--- src/rtl/axis_pkt_byte_counter.sv ---
// AXI-Stream register slice that counts bytes per packet and emits one
// saturated length word per packet on a side channel, aligned with TLAST.

module tkeep_to_len #(
   parameter int KEEP_WIDTH = 8,
   parameter int ENC_W      = $clog2(KEEP_WIDTH)
) (
   input  logic [KEEP_WIDTH-1:0] tkeep_i,
   output logic [ENC_W-1:0]      len_o
);
   logic [ENC_W:0] pop;

   // Popcount-1 is exact for legal left-aligned keeps and harmless otherwise.
   always_comb begin
      pop = '0;
      for (int i = 0; i < KEEP_WIDTH; i++) pop = pop + {{ENC_W{1'b0}}, tkeep_i[i]};
      len_o = ENC_W'(pop - 1'b1);
   end
endmodule

module axis_pkt_byte_counter #(
   parameter int DATA_WIDTH = 64,
   parameter int LEN_WIDTH  = 16
) (
   input  logic                    clk,
   input  logic                    rst,
   input  logic [DATA_WIDTH-1:0]   s_axis_tdata,
   input  logic [DATA_WIDTH/8-1:0] s_axis_tkeep,
   input  logic                    s_axis_tlast,
   input  logic                    s_axis_tvalid,
   output logic                    s_axis_tready,
   output logic [DATA_WIDTH-1:0]   m_axis_tdata,
   output logic [DATA_WIDTH/8-1:0] m_axis_tkeep,
   output logic                    m_axis_tlast,
   output logic                    m_axis_tvalid,
   input  logic                    m_axis_tready,
   output logic [LEN_WIDTH-1:0]    len_tdata,
   output logic                    len_tuser,
   output logic                    len_tvalid,
   input  logic                    len_tready
);
   localparam int KEEP_WIDTH = DATA_WIDTH / 8;
   localparam int ENC_W      = $clog2(KEEP_WIDTH);
   localparam int CNT_W      = ENC_W + 1;

   logic [ENC_W-1:0]      enc;
   logic [CNT_W-1:0]      cnt;
   logic [LEN_WIDTH:0]    sum;
   logic [LEN_WIDTH-1:0]  sat;
   logic                  acc_en;

   logic [DATA_WIDTH-1:0] m_data_q, m_data_d;
   logic [KEEP_WIDTH-1:0] m_keep_q, m_keep_d;
   logic                  m_last_q, m_last_d;
   logic                  m_valid_q, m_valid_d;
   logic [LEN_WIDTH-1:0]  len_data_q, len_data_d;
   logic                  len_user_q, len_user_d;
   logic                  len_valid_q, len_valid_d;
   logic [LEN_WIDTH-1:0]  acc_q, acc_d;
   logic                  ovf_q, ovf_d;

   tkeep_to_len #(.KEEP_WIDTH(KEEP_WIDTH), .ENC_W(ENC_W)) u_enc (
      .tkeep_i (s_axis_tkeep),
      .len_o   (enc)
   );

   assign cnt = {1'b0, enc} + CNT_W'(1);
   assign sum = {1'b0, acc_q} + (LEN_WIDTH+1)'(cnt);
   assign sat = sum[LEN_WIDTH] ? {LEN_WIDTH{1'b1}} : sum[LEN_WIDTH-1:0];

   // A pending length word stalls every beat, not just the next TLAST.
   assign s_axis_tready = (!m_valid_q || m_axis_tready) && (!len_valid_q || len_tready);
   assign acc_en        = s_axis_tvalid && s_axis_tready;

   always_comb begin
      m_data_d    = m_data_q;
      m_keep_d    = m_keep_q;
      m_last_d    = m_last_q;
      m_valid_d   = m_valid_q;
      len_data_d  = len_data_q;
      len_user_d  = len_user_q;
      len_valid_d = len_valid_q;
      acc_d       = acc_q;
      ovf_d       = ovf_q;
      if (m_valid_q && m_axis_tready) m_valid_d = 1'b0;
      if (len_valid_q && len_tready)  len_valid_d = 1'b0;
      if (acc_en) begin
         m_data_d  = s_axis_tdata;
         m_keep_d  = s_axis_tkeep;
         m_last_d  = s_axis_tlast;
         m_valid_d = 1'b1;
         if (s_axis_tlast) begin
            len_data_d  = sat;
            len_user_d  = ovf_q | sum[LEN_WIDTH];
            len_valid_d = 1'b1;
            acc_d       = '0;
            ovf_d       = 1'b0;
         end else begin
            acc_d = sat;
            ovf_d = ovf_q | sum[LEN_WIDTH];
         end
      end
   end

   always_ff @(posedge clk) begin
      if (rst) begin
         m_data_q    <= '0;
         m_keep_q    <= '0;
         m_last_q    <= 1'b0;
         m_valid_q   <= 1'b0;
         len_data_q  <= '0;
         len_user_q  <= 1'b0;
         len_valid_q <= 1'b0;
         acc_q       <= '0;
         ovf_q       <= 1'b0;
      end else begin
         m_data_q    <= m_data_d;
         m_keep_q    <= m_keep_d;
         m_last_q    <= m_last_d;
         m_valid_q   <= m_valid_d;
         len_data_q  <= len_data_d;
         len_user_q  <= len_user_d;
         len_valid_q <= len_valid_d;
         acc_q       <= acc_d;
         ovf_q       <= ovf_d;
      end
   end

   assign m_axis_tdata  = m_data_q;
   assign m_axis_tkeep  = m_keep_q;
   assign m_axis_tlast  = m_last_q;
   assign m_axis_tvalid = m_valid_q;
   assign len_tdata     = len_data_q;
   assign len_tuser     = len_user_q;
   assign len_tvalid    = len_valid_q;
endmodule

--- config.mk ---
export PLATFORM = sky130hd
export DESIGN_NAME = axis_pkt_byte_counter
export DESIGN_NICKNAME = d
export VERILOG_FILES = /design/src/rtl/axis_pkt_byte_counter.sv
export SDC_FILE = /design/constraint.sdc
export NUM_CORES = 1
export LEC_CHECK = 0
export CAP_MARGIN = 20
export CORE_MARGIN = 4
export CORE_UTILIZATION = 44
export DETAILED_ROUTE_END_ITERATION = 10
export GPL_TIMING_DRIVEN = 0
export PLACE_DENSITY = 0.8
export SETUP_SLACK_MARGIN = 0.2
export SYNTH_ARGS = -nofsm -noshare
export SYNTH_HDL_FRONTEND = slang
export SYNTH_HIERARCHICAL = 1
export SYNTH_SLANG_ARGS = --single-unit
--- constraint.sdc ---
create_clock -name clk -period 6.3 [get_ports clk]
set_clock_uncertainty 0.15 [all_clocks]
set_input_delay 0.945 -clock clk [delete_from_list [all_inputs] [get_ports clk]]
set_output_delay 0.945 -clock clk [all_outputs]
set_load 0.05 [all_outputs]
==> run metrics, run 1 <==
status finished clean; synthesis-to-layout area growth 46.5%; final instance area 0.00652 sq mm; final worst-path cycle share 0.834; vias in the first global route 4293; Final setup viols 0; Setup TNS 0 ns; Syn Inst Count 542; Synth cell types 57; Setup CP Type in2reg; Overflow after GRT 0; Largest stage delay, worst path 0.56 ns; gpl congestion 0.858; ys async rst share 0; Most common cell on crit path fa_1; arrival time worst endpoint 5.40 ns; DP Area 0.00630 sq mm; RSZ-0062 raised after global routing false; post-route minimum period 5.26 ns; Die Y 109 um; LEAKAGE 0.00247 uW; most common cell after layout, fill and taps aside nand2_1; Via density 5.11; Worst-Margin Slew 0.638 ns; clock root cell clkbuf_8; post-CTS setup buffers 0; most frequent cells in the layout 169 x nand2_1, 168 x clkdlybuf4s50_1, 109 x dfxtp_1, 85 x a21oi_1, 23 x clkbuf_1; Port-buffer cells 168; Iteration-0 DRC Markers 281; number of enable flip-flop cells after synthesis 0; Slowest-stage cell, CP nor3_2; VDD IR max 0.131 mV; Fin. Hold Viols 0; DRT Pass-1 Iters 5; DRT Wirelength 12.9 mm; CTS Buf Count 9; Seq cells post-synth 109; Fillers 877; mean area per synthesized cell 8.21 sq um; initial antenna violation count 0; clk_lat worst skew 0.37 ns; GRT Util Overall 0.217; critical path peak fanout 9; Rows 36; syn_nets 630; CTS Hold Buffers Added 0; largest net degree at the start of global routing 18; Top Ports 171; post-DP HPWL 9.96 mm; via count 4390; crit path capture type register; CTS tree done; synth warn 6; worst endpoint required time 6.44 ns; clock sinks 109; # DRC 0; per-cell routed wire length 15.0 um; Power per Cell Area 256 mW/mm^2; die area 0.0118 sq mm; post-route ant nets 0; startpoint class of the critical path primary input; sequential share of the synthesized area 0.490; worst-path cell chain clkdlybuf4s50_1 -> inv_1 -> ha_1 -> fa_1 -> fa_1 -> inv_1 -> fa_1 -> fa_1 -> xor2_1 -> ha_1 -> a21o_1 -> nand2b_4 -> nor3_2 -> o21ai_1 -> a221oi_2; H-Tree Depth 3; layout cells sized above 1 0.0634; first-pass GRT wire length 20.2 mm; max_cap viols 0; die width 109 um; delay-heaviest family, CP adder cells; Slew Limit Headroom 0.572; clock-pin slew on the worst setup and hold paths 0.10 ns; class of the tightest hold or removal check reg2reg; NumNets Final 809; Final Max Slew Viols 0; Netlist Area Pre-Place 0.00445 sq mm; Initial Util 0.453; crit path buf inv count 3; CTS Buffer Depth 2; max frequency 0.190 GHz; Antenna Cells 0; Main synth FF type dfxtp_1; post-CTS sizing 0; core area 0.00982 sq mm
[cells in the mapped netlist, drive strengths merged, types with 5 or more instances]
master | number | area [sq um]
a21oi | 88 | 452
and3 | 8 | 53.8
buf | 13 | 60.1
clkbuf | 23 | 87.6
dfxtp | 109 | 2180
fa | 5 | 100
ha | 5 | 62.6
inv | 13 | 48.8
nand2 | 170 | 646
nand2b | 5 | 38.8
nand3 | 7 | 45.0
nor2 | 14 | 52.6
nor3 | 8 | 61.3
o21ai | 19 | 95.1
xor2 | 5 | 43.8
[per-stage QoR]
stage	hold slack (ns)	utilization	instances	power, uW	setup WS (ns)
3_5_place_dp	0.284	0.641	843	1220	0.658
6_report	0.296	0.664	859	1670	1.04
3_3_place_gp	0.279	0.641	843	1200	0.707
4_1_cts	0.298	0.664	859	1680	1.05
2_1_floorplan	0.282	-	542	1050	1.46
5_1_grt	0.334	0.664	859	1750	0.800
[logic make-up after synthesis]
| group | count (synthesis) | synth area share |
|---|---|---|
| buffers and inverters | 49 | 0.0442 |
| and+or+nand+nor | 229 | 0.232 |
| adders and majority gates | 10 | 0.0366 |
| xor gates and xnor gates | 8 | 0.0157 |
| DFF | 109 | 0.490 |
| muxes | 1 | 0.00225 |
| AOI/OAI and AO/OA | 136 | 0.179 |
[state kept, by name (all words and copies together) (netlist names)]
register	cells
acc_q	16
ovf_q	1
len_tvalid	1
m_axis_tvalid	1
len_tuser	1
m_axis_tkeep	8
m_axis_tlast	1
len_tdata	16
m_axis_tdata	64
[power by group]
part	total (uW)	internal (uW)	leakage, uW	switching, uW
Clock	469	236	0.000110	233
Combinational	454	167	0.00147	287
Sequential	748	728	0.000891	20.2
[worst min-delay path: stages (launching register included)]
cell     delay, ns
dfxtp_1       0.32
nand2_1       0.05
nand2_1       0.04
[layer usage]
layer | share of wire | global-route usage
met1 | 0.39 | 0.238
met4 | 0.019 | 0.0821
met3 | 0.085 | 0.0699
met5 | 0 | 0
met2 | 0.50 | 0.389
[layout make-up]
| class | count | area [sq um] | area share |
|---|---|---|---|
| flip-flops and latches | 109 | 2180 | 0.335 |
| inverters | 13 | 48.8 | 0.00748 |
| clock buffers | 11 | 141 | 0.0217 |
| clock inverters | 5 | 81.3 | 0.0125 |
| multi-input cells | 384 | 2070 | 0.318 |
| plain buffers | 36 | 148 | 0.0226 |
| well taps | 133 | 166 | 0.0255 |
| repair buffers | 168 | 1680 | 0.258 |
[worst paths after layout]
check	slack [ns]	to	from	cells after the start
hold / removal	0.30	len_tuser	len_tuser	2
hold reg to reg	0.30	len_tuser	len_tuser	2
setup / recovery	1.04	acc_q[15]	s_axis_tkeep[0]	15
setup reg to reg	3.87	acc_q[15]	acc_q[0]	9
No activity file was read; power rests on OpenSTA's default activity.
==> run 2: changes to the inputs <==
--- a/config.mk
+++ b/config.mk
@@ -7,10 +7,10 @@
 export LEC_CHECK = 0
 export CAP_MARGIN = 20
 export CORE_MARGIN = 4
-export CORE_UTILIZATION = 44
+export CORE_UTILIZATION = 40
 export DETAILED_ROUTE_END_ITERATION = 10
 export GPL_TIMING_DRIVEN = 0
-export PLACE_DENSITY = 0.8
+export PLACE_DENSITY = 0.77
 export SETUP_SLACK_MARGIN = 0.2
 export SYNTH_ARGS = -nofsm -noshare
 export SYNTH_HDL_FRONTEND = slang
==> constraint.sdc (replaced) <==
create_clock -name clk -period 4.29 [get_ports clk]
set_clock_uncertainty 0.15 [all_clocks]
set_input_delay 0.6435 -clock clk [delete_from_list [all_inputs] [get_ports clk]]
set_output_delay 0.6435 -clock clk [all_outputs]
set_load 0.05 [all_outputs]
==> run 2 against run 1 <==
  * Hold slack about the same
  * Combinational power rose by 67%
  * Clock-buffer cell count up 2
  * Sequential power up 47%
  * Register-to-register slack got worse by 1.8 ns
  * Die area up 9.2%
  * Routed wire length increased by 2.0%
  * Non-clock buffer count grew 11
  * Critical path depth shrank 1
  * Setup slack worse by 0.79 ns
  * Highest routed layer unchanged
==> run metrics, run 2 (synthesized netlist as in run 1, its figures left out) <==
largest net degree at the start of global routing 17; arrival time worst endpoint 4.21 ns; max FFs per register 64; delay-heaviest family, CP adder cells; M1 GR Usage 0.224; worst-path cell chain buf_12 -> inv_12 -> ha_4 -> fa_1 -> fa_1 -> inv_2 -> fa_2 -> fa_2 -> fa_2 -> a21oi_4 -> nor3_4 -> and3_4 -> or4b_4 -> nand3_2; # DRC 0; Most common cell on crit path fa_2; Power per Cell Area 374 mW/mm^2; die width 113 um; Slew Limit Headroom 0.541; final instance area 0.00682 sq mm; Post-Route Utilization 0.629; Worst-Margin Slew 0.688 ns; Overflow after GRT 0; busiest grt layer met2; max frequency 0.248 GHz; per-cell routed wire length 15.0 um; Setup CP Type in2reg; met3 GRT Util 0.0525; max_cap viols 0; post-route insts no fill 877; clock root cell clkbuf_8; Slowest-stage cell, CP fa_1; post-DP HPWL 9.79 mm; Rows 38; DRT Pass-1 Iters 4; die area 0.0129 sq mm; placed cells 850; clk_lat worst skew 0.37 ns; most common cell after layout, fill and taps aside nand2_1; layout cells sized above 1 0.110; GRT Util Overall 0.199; Fin. Hold Viols 0; first-pass GRT wire length 20.7 mm; via count 4400; Initial Util 0.410; startpoint class of the critical path primary input; final worst-path cycle share 0.942; LEAKAGE 0.00260 uW; VDD IR max 0.227 mV; Via density 5.02; clock sinks 109; DP Area 0.00636 sq mm; RSZ-0062 raised after global routing true; clock-pin slew on the worst setup and hold paths 0.10 ns; post-route ant nets 0; Largest stage delay, worst path 0.51 ns; Port-buffer cells 168; Final setup viols 0; Iteration-0 DRC Markers 272; worst endpoint required time 4.46 ns; gpl congestion 0.861; met2 Use GR 0.352; CTS tree done; Die Y 113 um; post-route minimum period 4.04 ns; CTS Buffer Depth 2; crit path capture type register; class of the tightest hold or removal check reg2reg; status finished clean; CTS Buf Count 9; critical path peak fanout 3; synthesis-to-layout area growth 53.3%; Top Ports 171; Fillers 934; NumNets Final 820; most frequent cells in the layout 168 x nand2_1, 164 x clkdlybuf4s50_1, 109 x dfxtp_1, 85 x a21oi_1, 24 x clkbuf_1; CTS Hold Buffers Added 0; initial antenna violation count 0; core area 0.0108 sq mm; Antenna Cells 0; H-Tree Depth 3; DRT Wirelength 13.1 mm; crit path buf inv count 3; vias in the first global route 4306; Final Max Slew Viols 0
-- run 2: where the power goes --
part           total [uW]  internal [uW]  switching, uW
logic                 758            300            458
registers            1100           1070           30.7
clock network         695            362            333
-- run 2: stage by stage --
step | power (uW) | hold slack [ns] | TNS, ns | setup WS (ns)
5_1_grt | 2680 | 0.318 | 0 | 0.181
4_1_cts | 2530 | 0.297 | 0 | 0.107
2_1_floorplan | 1550 | 0.282 | 0 | 0.0857
6_report | 2550 | 0.296 | 0 | 0.250
3_3_place_gp | 1790 | 0.274 | -23.94 | -0.882
3_5_place_dp | 1810 | 0.284 | -24.91 | -0.900
-- run 2: timing repair --
item	in CTS	in global routing
endpoints found under the setup margin	34	33
buffers inserted	10	1
resized for setup	28	14
pin swaps	17	11
hold endpoints to repair	0	0
-- run 2: cell type report --
type | instances | area [sq um] | share of cell area
timing repair buffer | 179 | 1780 | 0.262
sequential | 109 | 2180 | 0.320
clock buffer | 13 | 159 | 0.0233
tap | 140 | 175 | 0.0257
clock inverter | 3 | 67.6 | 0.00990
inverter | 13 | 63.8 | 0.00935
multi-input combinational | 384 | 2240 | 0.329
buffer | 36 | 148 | 0.0216
-- run 2: routing by layer --
metal / vias up / wire length [um] / part of all wire
li1: 2193 / - / -
met4: 0 / 269 / 0.020
met3: 20 / 969 / 0.074
met2: 149 / 6660 / 0.51
met1: 2038 / 5230 / 0.40
met5: - / 0 / 0
-- run 2: path summary, 6_finish.rpt --
kind / start / depth (start not counted) / end / slack [ns]
worst min-delay path: len_tuser / 2 / len_tuser / 0.30
worst max-delay path: s_axis_tkeep[0] / 14 / acc_q[12] / 0.25
worst min register to register: len_tuser / 2 / len_tuser / 0.30
worst max register to register: acc_q[0] / 9 / acc_q[12] / 2.04
-- run 2: worst min-delay path, cell delays in order (launching register included) --
cell     delay [ns]
dfxtp_1        0.32
nand2_1        0.05
nand2_1        0.04
